==> config.mk <==
export PLATFORM = sky130hd
export DESIGN_NAME = mem_cmd_gen_flat
export DESIGN_NICKNAME = d
export VERILOG_FILES = /design/src/rtl/mem_cmd_gen_if.sv /design/src/rtl/mem_cmd_gen.sv /design/src/flat_wrapper.sv
export SDC_FILE = /design/constraint.sdc
export NUM_CORES = 1
export LEC_CHECK = 0
export CORE_MARGIN = 8
export CORE_UTILIZATION = 35
export CTS_CLUSTER_SIZE = 30
export DETAILED_ROUTE_END_ITERATION = 6
export MAX_ROUTING_LAYER = met4
export PLACE_DENSITY = 0.65
export SLEW_MARGIN = 10
export SYNTH_ARGS = -nofsm -noshare
export SYNTH_HDL_FRONTEND = slang
export SYNTH_SLANG_ARGS = --single-unit
==> constraint.sdc <==
create_clock -name clk_i -period 19.2 [get_ports clk_i]
set_input_delay 1.92 -clock clk_i [delete_from_list [all_inputs] [get_ports clk_i]]
set_output_delay 1.92 -clock clk_i [all_outputs]
set_load 0.03 [all_outputs]
==> src/rtl/mem_cmd_gen_if.sv <==
// Avalon-MM master bus bundle for the memory command generator.
// The master drives command fields; the slave returns waitrequest.
interface mem_cmd_gen_if #(
    parameter int ADDR_W = 25,
    parameter int DATA_W = 32
);
    logic [ADDR_W-1:0]   address;
    logic                write;
    logic                read;
    logic [DATA_W-1:0]   writedata;
    logic [DATA_W/8-1:0] byteenable;
    logic                waitrequest;

    modport master (
        output address, write, read, writedata, byteenable,
        input  waitrequest
    );

    modport slave (
        input  address, write, read, writedata, byteenable,
        output waitrequest
    );
endinterface

==> src/rtl/mem_cmd_gen.sv <==
// Avalon-MM command generator: sequential/LFSR addresses, pattern/LFSR data,
// single output stage with snapshot/restore for write-all-then-check-all.
module mem_cmd_gen #(
    parameter int ADDR_W = 25,
    parameter int DATA_W = 32
) (
    input  logic              clk_i,
    input  logic              rst_i,
    input  logic              start_i,
    input  logic              restore_i,
    input  logic [ADDR_W-1:0] base_addr_i,
    input  logic              addr_mode_i,
    input  logic              data_mode_i,
    input  logic [7:0]        pattern_i,
    input  logic              rd_same_addr_i,
    input  logic              wr_en_i,
    input  logic              rd_en_i,
    output logic              cmd_ready_o,
    output logic              cmd_accepted_o,
    output logic [ADDR_W-1:0] last_addr_o,
    mem_cmd_gen_if.master     amm
);

    localparam logic [31:0] POLY   = 32'h8020_0003;
    localparam logic [31:0] SEED_A = 32'h0000_0001;
    localparam logic [31:0] SEED_D = 32'hACE1_ACE1;

    // Right-shift Galois form of x^32+x^22+x^2+x+1
    function automatic logic [31:0] lfsr_next(input logic [31:0] s);
        return {1'b0, s[31:1]} ^ (s[0] ? POLY : 32'h0);
    endfunction

    logic [ADDR_W-1:0] base_q;
    logic              amode_q;
    logic              dmode_q;
    logic [7:0]        pat_q;
    logic [ADDR_W-1:0] seq_q;
    logic [31:0]       alfsr_q;
    logic [31:0]       dlfsr_q;
    logic [ADDR_W-1:0] wraddr_q;

    logic              busy;
    logic [ADDR_W-1:0] addr_q;
    logic              wr_q;
    logic              rd_q;
    logic [DATA_W-1:0] wdata_q;
    logic              acc_q;
    logic [ADDR_W-1:0] last_q;

    logic              cap;
    logic              done;
    logic              advance;
    logic [ADDR_W-1:0] gen_addr;
    logic [ADDR_W-1:0] cmd_addr;
    logic [DATA_W-1:0] gen_data;

    assign gen_addr = amode_q ? base_q + alfsr_q[ADDR_W-1:0] : seq_q;
    assign cmd_addr = (wr_en_i | ~rd_same_addr_i) ? gen_addr : wraddr_q;
    assign gen_data = dmode_q ? {(DATA_W/32){dlfsr_q}}
                              : {(DATA_W/8){pat_q}};

    assign cmd_ready_o = (~busy | ~amm.waitrequest) & ~start_i & ~restore_i;
    assign cap         = cmd_ready_o & (wr_en_i | rd_en_i);
    assign done        = busy & ~amm.waitrequest;
    assign advance     = cap & (wr_en_i | ~rd_same_addr_i);

    always_ff @(posedge clk_i or posedge rst_i) begin
        if (rst_i) begin
            base_q   <= '0;
            amode_q  <= 1'b0;
            dmode_q  <= 1'b0;
            pat_q    <= '0;
            seq_q    <= '0;
            alfsr_q  <= SEED_A;
            dlfsr_q  <= SEED_A;
            wraddr_q <= '0;
        end else if (start_i) begin
            base_q  <= base_addr_i;
            amode_q <= addr_mode_i;
            dmode_q <= data_mode_i;
            pat_q   <= pattern_i;
            seq_q   <= base_addr_i;
            alfsr_q <= SEED_A;
            dlfsr_q <= SEED_D;
        end else if (restore_i) begin
            // Mode and pattern are unchanged since start, so only the
            // generator state needs reloading to replay the sequence.
            seq_q   <= base_q;
            alfsr_q <= SEED_A;
            dlfsr_q <= SEED_D;
        end else begin
            if (advance) begin
                seq_q   <= seq_q + ADDR_W'(1);
                alfsr_q <= lfsr_next(alfsr_q);
            end
            if (cap && wr_en_i) begin
                dlfsr_q  <= lfsr_next(dlfsr_q);
                wraddr_q <= gen_addr;
            end
        end
    end

    always_ff @(posedge clk_i or posedge rst_i) begin
        if (rst_i) begin
            busy    <= 1'b0;
            addr_q  <= '0;
            wr_q    <= 1'b0;
            rd_q    <= 1'b0;
            wdata_q <= '0;
            acc_q   <= 1'b0;
            last_q  <= '0;
        end else begin
            acc_q <= done;
            if (done) begin
                last_q <= addr_q;
            end
            if (cap) begin
                busy    <= 1'b1;
                addr_q  <= cmd_addr;
                wr_q    <= wr_en_i;
                rd_q    <= ~wr_en_i;
                wdata_q <= gen_data;
            end else if (done) begin
                busy <= 1'b0;
                wr_q <= 1'b0;
                rd_q <= 1'b0;
            end
        end
    end

    assign amm.address     = addr_q;
    assign amm.write       = wr_q;
    assign amm.read        = rd_q;
    assign amm.writedata   = wdata_q;
    assign amm.byteenable  = '1;
    assign cmd_accepted_o  = acc_q;
    assign last_addr_o     = last_q;

endmodule

==> src/flat_wrapper.sv <==
// flat-port wrapper written by rule: the top's interface ports become plain ports
module mem_cmd_gen_flat 
#(
    parameter int ADDR_W = 25,
    parameter int DATA_W = 32
)
  (clk_i, rst_i, start_i, restore_i, base_addr_i, addr_mode_i, data_mode_i, pattern_i, rd_same_addr_i, wr_en_i, rd_en_i, cmd_ready_o, cmd_accepted_o, last_addr_o, amm_address, amm_write, amm_read, amm_writedata, amm_byteenable, amm_waitrequest);
  mem_cmd_gen_if #(.ADDR_W(ADDR_W), .DATA_W(DATA_W)) amm_i ();
  input  logic clk_i;
  input  logic rst_i;
  input  logic start_i;
  input  logic restore_i;
  input  logic [ADDR_W-1:0] base_addr_i;
  input  logic addr_mode_i;
  input  logic data_mode_i;
  input  logic [7:0] pattern_i;
  input  logic rd_same_addr_i;
  input  logic wr_en_i;
  input  logic rd_en_i;
  output logic cmd_ready_o;
  output logic cmd_accepted_o;
  output logic [ADDR_W-1:0] last_addr_o;
  output wire logic [$bits(amm_i.address)-1:0] amm_address;
  output wire logic [$bits(amm_i.write)-1:0] amm_write;
  output wire logic [$bits(amm_i.read)-1:0] amm_read;
  output wire logic [$bits(amm_i.writedata)-1:0] amm_writedata;
  output wire logic [$bits(amm_i.byteenable)-1:0] amm_byteenable;
  input wire logic [$bits(amm_i.waitrequest)-1:0] amm_waitrequest;
  assign amm_address = amm_i.address;
  assign amm_write = amm_i.write;
  assign amm_read = amm_i.read;
  assign amm_writedata = amm_i.writedata;
  assign amm_byteenable = amm_i.byteenable;
  assign amm_i.waitrequest = amm_waitrequest;
  mem_cmd_gen #(.ADDR_W(ADDR_W), .DATA_W(DATA_W)) u_core (.clk_i(clk_i), .rst_i(rst_i), .start_i(start_i), .restore_i(restore_i), .base_addr_i(base_addr_i), .addr_mode_i(addr_mode_i), .data_mode_i(data_mode_i), .pattern_i(pattern_i), .rd_same_addr_i(rd_same_addr_i), .wr_en_i(wr_en_i), .rd_en_i(rd_en_i), .cmd_ready_o(cmd_ready_o), .cmd_accepted_o(cmd_accepted_o), .last_addr_o(last_addr_o), .amm(amm_i));
endmodule
* After elaboration in Yosys (flattened, before gate mapping)
Index checks and enable logic that the tools add are counted.
** Cells by class
- Reduce and logical (&&, ||, !) cells :: 5
- $add $sub $neg :: 2
- Bitwise logic cells :: 16
- Multiplexer cells :: 18
** Operators with widths (number)
- 32-bit two-way mux :: 9
- 25-bit two-way mux :: 5
- 31-bit by 32-bit XOR with 32-bit output :: 2
- 25-bit by 1-bit adder with 25-bit output, second input constant :: 1
- 25-bit adder :: 1
- 1-bit NOT :: 6
- 3-bit nonzero test :: 2
- 1-bit AND :: 5
- 1-bit two-way mux :: 4
- 1-bit bitwise OR :: 3
- 3-bit AND reduction :: 1
- 2-bit nonzero test :: 1
- 1-bit logical AND :: 1
** Storage, ports and cells
- Output and inout bits :: 90
- Input bits :: 43
- Flip-flop bits (word level) :: 235

* Depth between registers and ports, before layout
Gate-level depths: netlist (run 1).
- Depth after elaboration :: 9
- Depth in mapped cells :: 9
- Gate-level depth less buffers :: 9

* Least setup slack after synthesis (run 1)
OpenSTA, ideal clock, no wires.
- Path type :: input-to-output
- From :: input restore_i
- To :: output cmd_ready_o
- Data required time :: 17280 ps
- Stages on the path :: 2
- Setup slack :: 14638 ps
- Arrival time :: 2642 ps
- Path through :: clkbuf_1 a211oi_2
** Between the ends
- Cells in the longest elaborated chain, start to end :: 2
** RTL lines
- from (decl) :: RTL line flat_wrapper.sv:12 : input logic restore_i;
- 1-bit NOT :: RTL line mem_cmd_gen.sv:62 : assign cmd_ready_o = (~busy | ~amm.waitrequest) & ~start_i & ~restore_i;
- 1-bit AND :: RTL line mem_cmd_gen.sv:62
- to (decl) :: RTL line flat_wrapper.sv:20 : output logic cmd_ready_o;
No other way between the ends.

* Worst setup path in the final report (run 1)
Ends and elaborated chain as after synthesis.

==> results of run 1 <==
[cells in the final DEF, fill, tap and decap left out, types with 5 or more instances in the layout]
cell type,Yosys,final
xor2_1,13,13
nand3_1,50,50
o21ai_0,147,147
mux2_2,44,44
a211oi_1,8,8
clkbuf_8,0,7
nand2b_1,5,5
mux2i_1,15,15
o21ai_1,13,12
nand2_1,249,248
buf_4,5,13
nand4_1,9,9
ha_1,25,25
clkdlybuf4s50_1,0,127
o211ai_1,12,12
nor2_1,45,44
clkbuf_1,59,5
a21o_1,7,7
clkbuf_16,0,25
inv_1,27,26
or3_1,8,8
xnor2_1,16,16
o21a_1,13,13
and3_1,20,20
nor2b_1,14,14
a21oi_1,108,108
dfrtp_1,233,233
a31oi_1,13,13
nor3_1,11,11
o31ai_1,7,7
[worst paths after layout]
| path | cells after the start | start | end |
|---|---|---|---|
| hold reg to reg | 2 | u_core.wraddr_q[24] | u_core.wraddr_q[24] |
| setup / recovery | 4 | restore_i | cmd_ready_o |
| min in group asynchronous | 2 | rst_i | u_core.last_addr_o[18] |
| max in group asynchronous | 3 | rst_i | u_core.dlfsr_q[18] |
| setup reg to reg | 5 | u_core.busy | u_core.seq_q[1] |
| hold / removal | 2 | u_core.wraddr_q[24] | u_core.wraddr_q[24] |
[cell type report]
type | count | area share
multi-input combinational | 922 | 0.379
antenna | 1 | 0.000176
sequential | 235 | 0.414
timing repair buffer | 141 | 0.0967
tap | 448 | 0.0394
clock buffer | 37 | 0.0521
clock inverter | 8 | 0.0103
inverter | 28 | 0.00792
[worst max-delay path, cell delays in order]
cell and delay, ns:
clkdlybuf4s50_1 0.40, buf_4 0.27, a211oi_2 0.48, clkdlybuf4s50_1 0.80
[state kept, by name, indices dropped and copies added, names as in the netlist, 8 cells and up]
register and flops:
u_core.pat_q 8, u_core.amm.address 25, u_core.alfsr_q 32, u_core.wraddr_q 25, u_core.base_q 25, u_core.amm.writedata 32
u_core.seq_q 25, u_core.dlfsr_q 32, u_core.last_addr_o 25
[per-layer routing]
metal / track usage / vias up / part of all wire
met3: 0.0289 / 21 / 0.064
met5: - / - / 0
li1: - / 4612 / -
met4: 0.0324 / 0 / 0.012
met2: 0.221 / 225 / 0.42
met1: 0.229 / 4506 / 0.50
[stage by stage]
| step | area, um^2 | power [W] | hold slack (ns) |
|---|---|---|---|
| floorplan | 11700 | 0.000871 | 0.440 |
| finish | 14200 | 0.00155 | 0.467 |
| global placement | 13300 | 0.00103 | 0.451 |
| CTS | 14200 | 0.00156 | 0.472 |
| detailed placement | 13300 | 0.00104 | 0.458 |
| global route | 14200 | 0.00162 | 0.495 |
[cells by family after synthesis]
logic type	count (synthesis)
multiplexers	60
AND/OR/NAND/NOR	434
AO/OA/AOI/OAI	369
buffers and inverters	111
other	1
XOR/XNOR	29
adder cells (fa/ha/maj)	26
flip-flops	235
[power by group]
part	leakage [nW]	internal, W	switching [W]	total, W
clock	0.433	0.000320	0.000197	0.000517
combinational	2.80	0.000163	0.000231	0.000394
sequential	2.92	0.000573	0.0000611	0.000634
==> summary.txt, run 1 <==
Clock tree
  – TritonCTS Sinks: 235
  – Clock Latency Late Sink: 0.52 ns
  – Total CTS buffers: 25
  – CTS tree: yes
  – Root Driver: clkbuf_16
  – CTS Hold Bufs: 0
  – Post-CTS Setup Bufs: 0
  – H-tree depth: 1
  – Reg clk slew, reported paths: 0.06 ns
  – Clock buffer depth: 3
  – Post-CTS sizing: 0

Finish
  – Register area: 5880 um^2
  – Nets: 1422
  – Final cell count without fillers: 1820
  – Filler Cells Inserted: 3184
  – Util after Layout: 0.428
  – Layout cell share with drive strength beyond 1: 0.0904
  – P&R area growth vs syn: 21.6%
  – Multi-input gate area: 5390 um^2

Placed design
  – Worst slack, placed: 13.41 ns
  – Hpwl dp: 21900 um
  – Port Buf Inserts: 128
  – Placed insts: 1774
  – Routability congestion estimate: 0.863

Logic synthesis
  – Post-Synth Simple-Gate Area: 0.166
  – Adder-Cell Fraction of Synth Area: 0.0285
  – Post-synthesis sequential area ratio: 0.503
  – Distinct cells, synth: 73
  – Post-synth EDFFs: 0
  – Yosys reg bits: 235
  – Synth Warn #: 0
  – Top cell type's share of synthesized area: 0.499
  – Area share of xor/xnor cells in the synthesized design: 0.0217
  – Largest family of logic cells by synthesized area: compound AO/OA/AOI/OAI gates
  – Post-synthesis mux area share: 0.0562
  – Async set-or-reset flop fraction in the synthesized netlist: 1.00
  – Yosys top cell by area: dfrtp_1
  – Synthesized area per cell: 9.24 um^2
  – Most used flip-flop cell after synthesis: dfrtp_1
  – Area contributors post-synth: dfrtp_1, nand2_1, o21ai_0
  – Count leader, synth: nand2_1
  – Top cells by count, synth: nand2_1, dfrtp_1, o21ai_0
  – Synthesized area: 11700 um^2
  – Synth Area in Compound Gates: 0.186
  – Synthesized instance count: 1265

Global route
  – Vias in the first global route: 8837
  – Pin count of the biggest net entering global routing: 93
  – First-pass GRT wire length: 48900 um
  – Tot GR Track Use: 0.156
  – Total grt overflow: 0
  – Initial antenna violation count: 1

Worst setup path
  – Worst setup SP type: input port
  – CP required: 17.28 ns
  – Reg2reg setup slack: 15.67 ns
  – CP arrival: 3.88 ns
  – Crit Path Category: input port to output port
  – Nature of the critical path endpoint: output port
  – Worst Path Max Fanout: 34

Route
  – Drc violations: 0
  – Post-DR wirelength/cell: 16.9 um
  – Final wirelength: 30800 um
  – Initial DRC Count: 921
  – Vias: 9364
  – Post-detailed-route count of antenna-violating nets: 0
  – Vias per std cell: 5.15
  – Drt pass-1 iters: 5

Power and ir drop
  – VDD IR max: 0.0585 mV
  – Pleak: 6.15 nW
  – Power Density: 109 nW/um^2

STA
  – Max-slew violation count: 0
  – RSZ-0062 raised after global routing: no
  – Worst Clk Skew: 0.0115 ns
  – Final setup margin: 13.40 ns
  – Final setup fails: 0
  – Period utilization: 0.302
  – FMAX: 0.172 GHz
  – Final Hold Vio Count: 0
  – Tmin final: 5.80 ns
  – Worst-margin pin slew: 1.19 ns
  – Slew margin rel.: 0.203
  – Fin Setup TNS: 0 ns

Status
  – Status: finished, final reports clean

Die
  – Die Area: 39500 um^2
  – Die Wd: 199 um
  – Core area: 33200 um^2
  – Rows: 67
  – DIE HEIGHT: 199 um
  – I/O Pins: 133
  – Initial core utilization: 0.352

Min path
  – Hold/Removal Path Class: flop to flop

Flow run
  – Max Cap Viol: 0
Power figures use the tool's default switching activity.
==> run 2: changes to the inputs <==
--- a/config.mk
+++ b/config.mk
@@ -10,7 +10,7 @@
 export CTS_CLUSTER_SIZE = 30
 export DETAILED_ROUTE_END_ITERATION = 6
 export MAX_ROUTING_LAYER = met4
-export PLACE_DENSITY = 0.65
+export PLACE_DENSITY = 0.67
 export SLEW_MARGIN = 10
 export SYNTH_ARGS = -nofsm -noshare
 export SYNTH_HDL_FRONTEND = slang
==> constraint.sdc (replaced) <==
create_clock -name clk_i -period 5.1 [get_ports clk_i]
set_input_delay 0.51 -clock clk_i [delete_from_list [all_inputs] [get_ports clk_i]]
set_output_delay 0.51 -clock clk_i [all_outputs]
set_load 0.03 [all_outputs]
==> run 2 against run 1 <==
Compared with the run above: worst setup slack lost 11 ns; non-clock buffer count is the same; via count grew 0.84%; global-route usage grew 0.17 points.
==> summary.txt, run 2 (synthesized netlist as in run 1, its figures left out) <==
Status
  – Status: finished, final reports clean

Finish
  – Most frequent cells in the layout: nand2_1, dfrtp_1, o21ai_0
  – Final instance area: 14100 um^2 (-0.55%)
  – Leading cell type in the layout, fill and taps excluded: nand2_1
  – Nets: 1422 (unchanged)
  – P&R area growth vs syn: 20.9%
  – Layout cell share with drive strength beyond 1: 0.0904 (unchanged)

Clock tree
  – Clock Latency Late Sink: 0.53 ns (about the same)
  – Root Driver: clkbuf_16
  – Reg clk slew, reported paths: 0.06 ns (about the same)
  – H-tree depth: 1 (unchanged)
  – CTS tree: yes
  – Clock buffer depth: 3 (unchanged)
  – Total CTS buffers: 25 (unchanged)
  – CTS Hold Bufs: 0 (unchanged)
  – TritonCTS Sinks: 235 (unchanged)
  – Post-CTS sizing: 0 (unchanged)
  – Post-CTS Setup Bufs: 0 (unchanged)

STA
  – Worst hold slack: 0.305 ns (-0.162 ns)
  – Final setup fails: 0 (unchanged)
  – Fin Setup TNS: 0 ns (unchanged)
  – FMAX: 0.322 GHz
  – Worst-margin pin slew: 1.19 ns (-0.00548 ns)
  – Tmin final: 3.11 ns
  – RSZ-0062 raised after global routing: no
  – Period utilization: 0.609
  – Slew margin rel.: 0.207 (+0.00365)
  – Final setup margin: 1.99 ns (-11.41 ns)
  – Max-slew violation count: 0 (unchanged)
  – Final Hold Vio Count: 0 (unchanged)
  – Worst Clk Skew: 0.0267 ns (+0.0152 ns)

Power and ir drop
  – Pleak: 6.11 nW (-0.57%)
  – Power Density: 398 nW/um^2 (+270%)
  – VDD IR max: 0.206 mV (+250%)
  – Final Power: 0.00562 W (+260%)

Global route
  – First-pass GRT wire length: 49500 um (+1.3%)
  – Total grt overflow: 0 (unchanged)
  – Pin count of the biggest net entering global routing: 117 (+26%)
  – Vias in the first global route: 9034 (+2.2%)
  – Initial antenna violation count: 2 (+1)
  – Tot GR Track Use: 0.158 (+0.00168)

Placed design
  – Port Buf Inserts: 128 (unchanged)
  – Post-DP Area: 13300 um^2 (+0.16%)
  – Hpwl dp: 22100 um (+0.84%)
  – Routability congestion estimate: 0.897 (+4.0%)
  – Worst slack, placed: 1.53 ns (-11.88 ns)

Flow run
  – Max Cap Viol: 0 (unchanged)

Die
  – Die Area: 39500 um^2 (unchanged)
  – Rows: 67 (unchanged)
  – I/O Pins: 133 (unchanged)
  – DIE HEIGHT: 199 um (unchanged)
  – Initial core utilization: 0.352 (unchanged)
  – Die Wd: 199 um (unchanged)
  – Core area: 33200 um^2 (unchanged)

Worst setup path
  – RR Endpoint: u_core.amm.address[20]
  – Worst setup SP type: flop
  – CP required: 5.51 ns (-11.77 ns)
  – Crit-path cells: ha_1 -> fa_1 -> a211oi_2 -> o211ai_2 -> a2111oi_2 -> nor4_2 -> or3_1 -> a31oi_1 -> o21ai_1
  – R2r startpoint: u_core.base_q[0]
  – CP arrival: 3.51 ns (-0.37 ns)
  – Worst r2r path cells: 9 (+4)
  – Crit Path Category: flop to flop
  – Largest stage delay on the critical path: 0.46 ns (-0.34 ns)
  – Nature of the critical path endpoint: flop
  – Worst Path Max Fanout: 5 (-85%)
  – CP max stage cell: dfrtp_1
  – Reg2reg setup slack: 1.99 ns (-13.68 ns)

Route
  – Drt pass-1 iters: 5 (unchanged)
  – Post-detailed-route count of antenna-violating nets: 0 (unchanged)
  – Top Metal Used: met4
  – Routed met2 length: 13100 um (+0.48%)
  – Vias per std cell: 5.19 (+0.79%)
  – Initial DRC Count: 668 (-27%)
  – Drc violations: 0 (unchanged)
  – Final wirelength: 30800 um (-0.14%)
  – WL met3: 1750 um (-11%)
  – Wl on met1: 15300 um (-1.2%)
  – Vias: 9443 (+0.84%)
  – Post-DR wirelength/cell: 16.9 um (-0.20%)

Min path
  – Hold/Removal Path Class: input port to async pin
==> run 2: critical path: cells and delay by family (launching register included) <==
family / cells / cell delay, ns
simple gates: 2 / 0.47
compound gates: 5 / 1.31
flops: 1 / 0.46
fa+ha+maj: 2 / 0.72
==> run 2: cell type report <==
cell class	count	area (um^2)
tap	448	561
fill	3280	19100
inverter	28	109
antenna	2	5.00
sequential	235	5880
timing repair buffer	141	1400
clock inverter	9	58.8
clock buffer	36	727
multi-input combinational	922	5390
==> run 2: stage by stage <==
stage	instances	util
after floorplan	1268	-
after CTS	1819	0.426
after global routing	1821	0.426
after global placement	1774	0.402
after detailed placement	1774	0.402
final	1821	0.426
==> run 2: worst max-delay path by stage <==
stage / from / to / slack, ns
global route: u_core.base_q[0] / u_core.wraddr_q[18] / 1.87
floorplan: rst_i / u_core.alfsr_q[10] / 1.51
CTS: u_core.base_q[0] / u_core.amm.address[20] / 2.01
detailed placement: restore_i / u_core.seq_q[1] / 1.53
global placement: restore_i / u_core.seq_q[1] / 1.61
finish: u_core.base_q[0] / u_core.amm.address[20] / 1.99
==> run 2: report_power, final <==
group / total, W / internal, W / switching (W)
clock: 0.00174 / 0.000993 / 0.000742
sequential: 0.00239 / 0.00216 / 0.000233
combinational: 0.00149 / 0.000616 / 0.000875
==> run 2: per-layer routing <==
layer	GRT usage	vias up
li1	-	4634
met1	0.227	4518
met2	0.228	246
met3	0.0239	45
met4	0.0425	0
met5	-	-
